--- src/rtl/rx_note_filter.sv ---
// rtl/rx_note_filter.sv - UART note byte filter: instrument-ID check, byte FIFO, drop statistics.
// Optional RX_NOTE_TIMEOUT_EN adds per-instrument silence timers that inject release bytes.
module rx_note_filter #(
  parameter int FIFO_DEPTH     = 4,
  parameter int TIMEOUT_CYCLES = 27000000
) (
  input  logic       clk,
  input  logic       rst_n,
  input  logic       rx_valid,
  input  logic [7:0] rx_data,
  output logic       out_valid,
  output logic [7:0] out_data,
  input  logic       out_ready,
  output logic [7:0] drop_count,
  output logic       overflow
);

  localparam int AW = $clog2(FIFO_DEPTH);

  if (FIFO_DEPTH < 2 || (FIFO_DEPTH & (FIFO_DEPTH - 1)) != 0) begin : g_bad_depth
    $error("FIFO_DEPTH must be a power of 2 and at least 2");
  end
  if (TIMEOUT_CYCLES < 2) begin : g_bad_timeout
    $error("TIMEOUT_CYCLES must be at least 2");
  end

  logic [7:0]  mem [FIFO_DEPTH];
  logic [AW:0] wr_ptr, rd_ptr;
  logic        empty, full, pop;
  logic        id_ok, rx_accept, rx_drop, ovf_set;
  logic        push;
  logic [7:0]  push_data;

  // The extra MSB tells a full FIFO from an empty one when the index bits match.
  assign empty = (wr_ptr == rd_ptr);
  assign full  = (wr_ptr[AW] != rd_ptr[AW]) && (wr_ptr[AW-1:0] == rd_ptr[AW-1:0]);
  assign pop   = !empty && out_ready;

  assign id_ok     = $onehot(rx_data[2:0]);
  assign rx_accept = rx_valid && id_ok && (!full || pop);
  assign rx_drop   = rx_valid && (!id_ok || (full && !pop));
  assign ovf_set   = rx_valid && id_ok && full && !pop;

`ifdef RX_NOTE_TIMEOUT_EN
  localparam int CW = (TIMEOUT_CYCLES > 2) ? $clog2(TIMEOUT_CYCLES) : 1;
  localparam logic [CW-1:0] T_MAX = CW'(TIMEOUT_CYCLES - 1);

  logic [2:0]    active;
  logic [CW-1:0] cnt [3];
  logic [2:0]    pending, rel_id;
  logic          rel_push;

  always_comb begin
    pending = '0;
    for (int i = 0; i < 3; i++) begin
      pending[i] = active[i] && (cnt[i] == T_MAX);
    end
  end

  // Lowest set bit wins: bass, then drum, then guitar.
  assign rel_id    = pending & (~pending + 3'd1);
  assign rel_push  = !rx_valid && !full && (|pending);
  assign push      = rx_accept || rel_push;
  assign push_data = rx_accept ? rx_data : {5'b00000, rel_id};

  always_ff @(posedge clk or negedge rst_n) begin
    if (!rst_n) begin
      active <= '0;
      for (int i = 0; i < 3; i++) cnt[i] <= '0;
    end else begin
      for (int i = 0; i < 3; i++) begin
        if (rx_accept && rx_data[i]) begin
          cnt[i]    <= '0;
          active[i] <= |rx_data[7:3];
        end else if (rel_push && rel_id[i]) begin
          cnt[i]    <= '0;
          active[i] <= 1'b0;
        end else if (active[i] && cnt[i] != T_MAX) begin
          cnt[i] <= cnt[i] + 1'b1;
        end
      end
    end
  end
`else
  assign push      = rx_accept;
  assign push_data = rx_data;
`endif

  always_ff @(posedge clk) begin
    if (push) mem[wr_ptr[AW-1:0]] <= push_data;
  end

  always_ff @(posedge clk or negedge rst_n) begin
    if (!rst_n) begin
      wr_ptr     <= '0;
      rd_ptr     <= '0;
      drop_count <= 8'h00;
      overflow   <= 1'b0;
    end else begin
      if (push) wr_ptr <= wr_ptr + 1'b1;
      if (pop)  rd_ptr <= rd_ptr + 1'b1;
      if (rx_drop && drop_count != 8'hFF) drop_count <= drop_count + 8'h01;
      if (ovf_set) overflow <= 1'b1;
    end
  end

  assign out_valid = !empty;
  assign out_data  = empty ? 8'h00 : mem[rd_ptr[AW-1:0]];

endmodule

--- config.mk ---
export PLATFORM = sky130hd
export DESIGN_NAME = rx_note_filter
export DESIGN_NICKNAME = d
export VERILOG_FILES = /design/src/rtl/rx_note_filter.sv
export SDC_FILE = /design/constraint.sdc
export NUM_CORES = 1
export LEC_CHECK = 0
export CORE_MARGIN = 5
export CORE_UTILIZATION = 54
export CTS_CLUSTER_DIAMETER = 200
export CTS_CLUSTER_SIZE = 16
export DETAILED_ROUTE_END_ITERATION = 8
export PLACE_DENSITY = 0.84
export SLEW_MARGIN = 20
export SYNTH_ARGS = -nofsm -noshare
export SYNTH_HDL_FRONTEND = slang
export SYNTH_SLANG_ARGS = --single-unit
export TNS_END_PERCENT = 5
--- constraint.sdc ---
create_clock -name clk -period 1.95 [get_ports clk]
set_input_delay 0.585 -clock clk [delete_from_list [all_inputs] [get_ports clk]]
set_output_delay 0.585 -clock clk [all_outputs]
set_load 0.02 [all_outputs]
After elaboration in Yosys (flattened, before gate mapping)
Memories as Yosys holds them, arrays and structs flattened.
Cells that the tools add are included.
- output and inout port bits: 18
- memories kept: 1
- input bits: 12
- bits in writable memories: 32
- word-level logic and storage cells: 33
- bits in registers: 15
- memories (name ; depth ; bits a word ; rd ports ; clocked after Yosys merged registers in ; wr ports ; RTL line ; RTL):
    mem ; 4 ; 8 ; 1 ; 0 ; 1 ; 27 ; logic [7:0] mem [FIFO_DEPTH];
- eq/ne operators: 5
- reduce and logical (&&, ||, !) cells: 15
- muxes and demuxes: 3
- add/sub/neg operators: 5
- operator list (operator ; count):
    logical AND 1 bit ; 9
    adder 8 x 1 -> 8 bit, second input constant ; 1
    2-to-1 mux 8 bit ; 1
    inequality test 8 bit, second input constant ; 1
    adder 3 x 1 -> 3 bit, second input constant ; 2
    logical NOT 1 bit ; 4
    equality test 3 bit ; 1
    adder 1 x 1 -> 2 bit ; 1
    adder 2 x 1 -> 2 bit ; 1
    equality test 2 x 1 -> 1 bit, second input constant ; 1
    equality test 2 bit ; 1
    logical OR 1 bit ; 2
    2-to-1 mux 1 bit ; 2
    inequality test 1 bit ; 1

Logic depth before layout (Yosys ltp)
Gate-level depths: netlist (run 1).
- depth in word-level cells: 8
- depth in mapped cells: 6

Worst setup path before layout (run 1)
No wires, ideal clock.
- path kind: in2reg
- start: input rx_data[0]
- end: memory mem[3][0], enable pin
- arrival: 1.977 ns
- library setup time: 0.339 ns
- path buffers: 0
- stages: 5
- slack: -0.366 ns
- cells stage by stage: inv_1 -> fa_1 -> nand3b_1 -> a41oi_1 -> and2_1
- word-level cells in the longest chain between the ends: 7
- RTL lines (item ; RTL line ; RTL):
    start, declared ; 10 ; input logic [7:0] rx_data,
    adder 1 x 1 -> 2 bit (implied by the code) ; 39 ; assign id_ok = $onehot(rx_data[2:0]);
    adder 2 x 1 -> 2 bit (implied by the code) ; 39 ;
    equality test 2 x 1 -> 1 bit ; 39 ;
    logical AND 1 bit (2 in series) ; 40 ; assign rx_accept = rx_valid && id_ok && (!full || pop);
    2-to-1 mux 1 bit ; 90 ; if (push) mem[wr_ptr[AW-1:0]] <= push_data;
    2-to-1 mux 1 bit (implied by the code) ; 90 ;
    end, declared ; 27 ;
No other way between the ends.

Worst setup path after layout (run 1)
- start: register rd_ptr[0]
- end: output out_data[0]
- word-level cells in the longest chain between the ends: 2
- elaborated cells between the ends (all ways): 3
- classes of those cells: eq/ne: 1; mux: 1; memory: 1
- RTL lines (item ; RTL line ; RTL):
    start, declared ; 28 ; logic [AW:0] wr_ptr, rd_ptr;
    start signal, assigned ; 101 ; if (pop) rd_ptr <= rd_ptr + 1'b1;
    memory read (4 x 8 bit) / equality test 3 bit (equally long branches) ; -- ;
    2-to-1 mux 8 bit (*) ; 108 ; assign out_data = empty ? 8'h00 : mem[rd_ptr[AW-1:0]];
    end, declared ; 12 ; output logic [7:0] out_data,
Every way passes the cells marked *; elsewhere a longest branch is shown, timed or not.

==> results of run 1 <==
## metal layers
layer  track usage, %  share of wire, %  vias to the layer above
li1                 -                 -                      602
met1             23.3                38                      644
met2             33.5                54                       50
met3             4.65               5.3                       13
met4             6.44               2.1                        0
met5                0                 0                        -
## path summary, 6_finish.rpt
check | cells after the start | to | slack (ns)
min in group asynchronous | 2 | drop_count[5] | 0.60
hold / removal | 1 | mem[1][2] | 0.49
setup reg to reg | 6 | drop_count[7] | -0.02
hold reg to reg | 2 | overflow | 0.55
setup / recovery | 4 | out_data[0] | -0.29
max in group asynchronous | 2 | rd_ptr[1] | 1.17
## timing repair
action / in CTS / in global routing
pin swaps: 7 / 3
endpoints found under the setup margin: 59 / 47
hold endpoints to repair: 0 / 0
buffers inserted: 1 / 0
gates resized for setup: 88 / 6
## critical path: cells and delay by family, from the launching register on
family,cells,cell delay (ns)
mux,1,0.49
flops,1,0.40
buf+inv,2,0.30
simple gates,1,0.16
## metrics by stage
| step | instances | worst slack, ns | utilization [%] |
|---|---|---|---|
| 3_5_place_dp | 230 | -0.978 | 67.8 |
| 6_report | 239 | -0.292 | 70.9 |
| 4_1_cts | 239 | -0.320 | 70.1 |
| 2_1_floorplan | 134 | -0.152 | - |
| 3_3_place_gp | 230 | -0.871 | 67.8 |
| 5_1_grt | 239 | -0.364 | 70.9 |
## power by group through the flow
stage | Sequential [mW] | Combinational, mW | Clock [mW]
after floorplan | 1.51 | 1.12 | 0
after global placement | 1.42 | 2.09 | 0
after detailed placement | 1.44 | 2.20 | 0
after CTS | 1.43 | 2.34 | 0.595
after global routing | 1.46 | 2.56 | 0.641
final | 1.44 | 2.41 | 0.587
## synthesized netlist by cell type (all sizes together) (3+ instances only)
| library cell | instances | area share (%) |
|---|---|---|
| nor2 | 3 | 0.52 |
| nand2 | 5 | 0.86 |
| xnor2 | 6 | 3.1 |
| o21ai | 4 | 0.92 |
| nand2b | 4 | 1.2 |
| and2 | 12 | 3.6 |
| mux2 | 6 | 3.1 |
| mux4 | 8 | 9.5 |
| ha | 6 | 3.5 |
| inv | 8 | 1.4 |
| dfrtp | 15 | 17 |
| nand3 | 4 | 0.92 |
| nand4 | 3 | 0.86 |
| edfxtp | 32 | 44 |
| xor2 | 4 | 2.0 |
## sequential cells by signal (all words and copies together), names as in the netlist
register / cells
wr_ptr: 3
drop_count: 8
mem: 32
overflow: 1
rd_ptr: 3
## cell families after synthesis
| logic type | after synthesis | share of synthesized area (%) |
|---|---|---|
| compound gates | 8 | 3.28 |
| xor+xnor | 10 | 5.07 |
| fa+ha+maj | 7 | 4.38 |
| buf+inv | 11 | 2.59 |
| flops | 47 | 61.5 |
| mux | 15 | 13.1 |
| simple gates | 36 | 10.1 |
## layout make-up
cell class	count	area [um^2]
Clock buffer	5	68.8
Sequential cell	47	1340
Clock inverter	3	22.5
Fill cell	248	1150
Timing Repair Buffer	50	449
Tap cell	50	62.6
Inverter	8	37.5
Multi-Input combinational cell	76	818
==> results.json, run 1 <==
{
  "areaGrowthSynthToFinish_pct": 28.6,
  "vias_per_cell": 5.48,
  "initialDrtViolationCount": 110,
  "detail_route.wl_per_cell_um": 20.0,
  "n_antenna_cell": 0,
  "cts_buffers": 5,
  "internal_power_mw": 2.74,
  "tns_ns": -3.83,
  "syn_inst": 134,
  "outcome": "finished with violations",
  "dpl.hpwl_um": 3540,
  "synth-edff-count": 32,
  "power.leakage_nw": 1.11,
  "ys.flop_type": "edfxtp_1",
  "syn-num-nets": 153,
  "antenna_found_initial": 0,
  "vdd_drop_max_uv": 848,
  "setup_slack_ns": -0.292,
  "power.switching_mw": 1.70,
  "track_usage_pct": 19.2,
  "layout_common_cells": "32 x edfxtp_1, 19 x buf_4, 15 x dfrtp_1",
  "end_kind": "output pin",
  "worst_slew_pin_slew_ns": 0.428,
  "die_x_um": 73.4,
  "worstPathArrival_ns": 1.66,
  "post-route-period-util_pct": 115,
  "grt.overflow.total": 0,
  "clock_latency_ns": 0.30,
  "cts_buffer_depth": 2,
  "ys_seq_area_share_pct": 61.5,
  "grt_pass1_vias": 1391,
  "seq_power_share_pct": 32.5,
  "powerDensity_nw_per_um2": 1590,
  "dpl-instance-area_um2": 2670,
  "finClkSkew_ns": 0.00489,
  "timing.rr.start": "rd_ptr[0]",
  "core_um2": 3940,
  "holdWs_ns": 0.486,
  "rsz0062_at_grt": "true",
  "drive_gt1_share_pct": 39.7,
  "ant_nets": 0,
  "io_pins": 30,
  "hold_viol": 0,
  "start_kind": "flop",
  "crit_fanout": 5,
  "num_rows": 23,
  "grt_max_degree": 17,
  "synth_area_um2": 2170,
  "root_buffer": "clkbuf_8",
  "start_util_pct": 55.1,
  "fin_area_um2": 2800,
  "maxSlewViolCount": 0,
  "async_reset_ff_share_pct": 31.9,
  "min-delay-start": "rx_data[2]",
  "crit_chain": "buf_6 -> mux4_2 -> and2_1 -> buf_2",
  "htree_num_levels": 2,
  "dieArea_um2": 5390,
  "relSlewSlack_pct": 71.1,
  "cts_tree": "built",
  "crit_path_max_incr_delay_ns": 0.49,
  "violations": "negative setup slack",
  "io_buffers": 29,
  "synth_seq_cells": 47,
  "routabilityCongestion": 0.818,
  "drc": 0,
  "cap_violations": 0,
  "power_frac_comb_pct": 54.3,
  "path_class": "reg2out",
  "via_count": 1309,
  "power_frac_clock_pct": 13.2,
  "cp.required_ns": 1.36,
  "path_clk_slew_ns": 0.09,
  "die_y_um": 73.4,
  "slowest_stage": "mux4_2",
  "synth.distinct_cells": 31,
  "cts.hold.buffers_added": 0,
  "switching_share_pct": 38.2,
  "grt_pass1_wl_um": 7460,
  "synth.avg_cell_area_um2": 16.2,
  "p_total_mw": 4.44,
  "wirelength_um": 4790,
  "crit_start": "rd_ptr[0]",
  "ys_warn_count": 0,
  "finalSetupViolations": 43,
  "fin_nets": 207,
  "dr.pass1.iters": 4,
  "cts.sinks": 47,
  "hp-class": "in2reg",
  "final_common_cell": "edfxtp_1",
  "fmax_mhz": 446,
  "final.min_clock_period_ns": 2.24
}
Note: power is estimated with default switching activity, not from simulation.
==> run 2, diff against run 1 <==
--- a/config.mk
+++ b/config.mk
@@ -10,7 +10,7 @@
 export CTS_CLUSTER_DIAMETER = 200
 export CTS_CLUSTER_SIZE = 16
 export DETAILED_ROUTE_END_ITERATION = 8
-export PLACE_DENSITY = 0.84
+export PLACE_DENSITY_LB_ADDON = 0.05
 export SLEW_MARGIN = 20
 export SYNTH_ARGS = -nofsm -noshare
 export SYNTH_HDL_FRONTEND = slang
==> run 2 against run 1 <==
Effect of this change: the run still ends with negative setup slack left; count of clock-buffer cells in the layout is 1 higher; final cell count increased by 0.84%; wire length down 8.6%; non-clock buffer count grew 1; setup slack better by 0.028 ns; worst hold slack gained 0.00066 ns; maximum frequency increased by 1.2%.
==> results.json, run 2 (synthesized netlist as in run 1, its figures left out) <==
{
  "outcome": "finished with violations",
  "violations": "negative setup slack",
  "die_y_um": 73.4,
  "maxSlewViolCount": 0,
  "io_pins": 30,
  "crit_chain": "clkbuf_16 -> xnor2_4 -> nand3_2 -> buf_4 -> and2_4 -> buf_6",
  "dr.pass1.iters": 4,
  "crit_fanout": 4,
  "dieArea_um2": 5390,
  "path_class": "reg2out",
  "hold_viol": 0,
  "cts.hold.buffers_added": 0,
  "n_antenna_cell": 0,
  "cp.required_ns": 1.36,
  "fin_area_um2": 2890,
  "hp-class": "in2reg",
  "track_usage_pct": 17.8,
  "finalSetupViolations": 36,
  "io_buffers": 29,
  "grt_pass1_wl_um": 6960,
  "fin_util_pct": 73.3,
  "crit_family": "buffers and inverters",
  "worst_slew_pin_slew_ns": 0.330,
  "areaGrowthSynthToFinish_pct": 32.9,
  "wirelength_um": 4380,
  "final.min_clock_period_ns": 2.21,
  "post-route-period-util_pct": 114,
  "slowest_stage": "dfrtp_2",
  "cap_violations": 0,
  "detail_route.wl_per_cell_um": 18.2,
  "cts_buffer_depth": 2,
  "routabilityCongestion": 0.814,
  "layout_common_cells": "32 x edfxtp_1, 19 x buf_4, 14 x dfrtp_1",
  "vias_per_cell": 5.34,
  "finClkSkew_ns": 0.00576,
  "core_um2": 3940,
  "grt_max_degree": 16,
  "clock_latency_ns": 0.29,
  "holdWs_ns": 0.486,
  "start_kind": "flop",
  "fmax_mhz": 452,
  "ant_nets": 0,
  "end_kind": "output pin",
  "cts.sinks": 47,
  "antenna_found_initial": 0,
  "root_buffer": "clkbuf_8",
  "dpl-instance-area_um2": 2680,
  "dpl.hpwl_um": 3060,
  "final_common_cell": "edfxtp_1",
  "setup_slack_ns": -0.264,
  "die_x_um": 73.4,
  "initialDrtViolationCount": 57,
  "path_clk_slew_ns": 0.08,
  "powerDensity_nw_per_um2": 1640,
  "largest_reg_flops": 32,
  "num_rows": 23,
  "rsz0062_at_grt": "true",
  "power.leakage_nw": 1.17,
  "cp_num_buf_inv": 3,
  "cts_tree": "built",
  "htree_num_levels": 2,
  "cts_buffers": 5,
  "vdd_drop_max_uv": 1290,
  "start_util_pct": 55.1,
  "fin_nets": 209,
  "drive_gt1_share_pct": 41.4,
  "drc": 0,
  "crit_path_max_incr_delay_ns": 0.44,
  "grt.overflow.total": 0,
  "grt_pass1_vias": 1399,
  "worstPathArrival_ns": 1.63,
  "via_count": 1286,
  "relSlewSlack_pct": 77.9
}
[run 2: cell types whose count changed in the layout (fill, tap and decap cells not counted), moves of 2 or more]
cell	delta
and2_1	-2
and2_4	+2
buf_2	-3
buf_6	+2
bufinv_16	+2
dlygate4sd2_1	-2
dlymetal6s2s_1	+2
inv_6	-2
[run 2: cell type report]
type	instances	area [um^2]
Sequential cell	47	1340
Fill cell	268	1050
Multi-Input combinational cell	77	815
Timing Repair Buffer	51	504
Clock buffer	6	72.6
Tap cell	50	62.6
Clock inverter	2	60.1
Inverter	8	37.5
[run 2: worst paths after layout]
| check | startpoint | to | slack (ns) | cells after the start |
|---|---|---|---|---|
| max | rd_ptr[0] | out_data[1] | -0.26 | 6 |
| min | rx_data[1] | mem[1][1] | 0.49 | 1 |
| max reg2reg | rd_ptr[0] | drop_count[6] | 0.07 | 6 |
| min reg2reg | overflow | overflow | 0.49 | 2 |
| max in group asynchronous | rst_n | rd_ptr[0] | 1.15 | 2 |
| min in group asynchronous | rst_n | drop_count[3] | 0.61 | 2 |
[run 2: layer usage]
metal | vias up | part of all wire, % | track usage (%)
met4 | 0 | 1.2 | 5.43
li1 | 604 | - | -
met2 | 29 | 52 | 30.1
met1 | 648 | 42 | 22.7
met5 | - | 0 | 0
met3 | 5 | 4.4 | 4.24
[run 2: per-stage QoR]
step	std cells	worst slack [ns]	TNS [ns]	power, mW
2_1_floorplan	134	-0.152	-5.34	2.63
5_1_grt	241	-0.328	-4.64	4.99
3_3_place_gp	229	-0.832	-37.30	3.53
6_report	241	-0.264	-2.50	4.72
4_1_cts	241	-0.299	-2.66	4.77
3_5_place_dp	229	-0.850	-37.89	3.60
[run 2: repair_timing]
| item | 4_1_cts | 5_1_grt |
|---|---|---|
| resized for setup | 95 | 6 |
| endpoints found under the hold margin | 0 | 0 |
| cloned | 2 | 0 |
| buffers inserted | 2 | 0 |
| pin swaps | 12 | 0 |
| endpoints found under the setup margin | 57 | 49 |
[run 2: power by group]
group	total (mW)	leakage, nW	switching (mW)	internal (mW)
clock network	0.816	0.0654	0.304	0.512
registers	1.44	0.466	0.191	1.25
logic	2.47	0.644	1.12	1.35
total	4.72	1.17	1.62	3.11
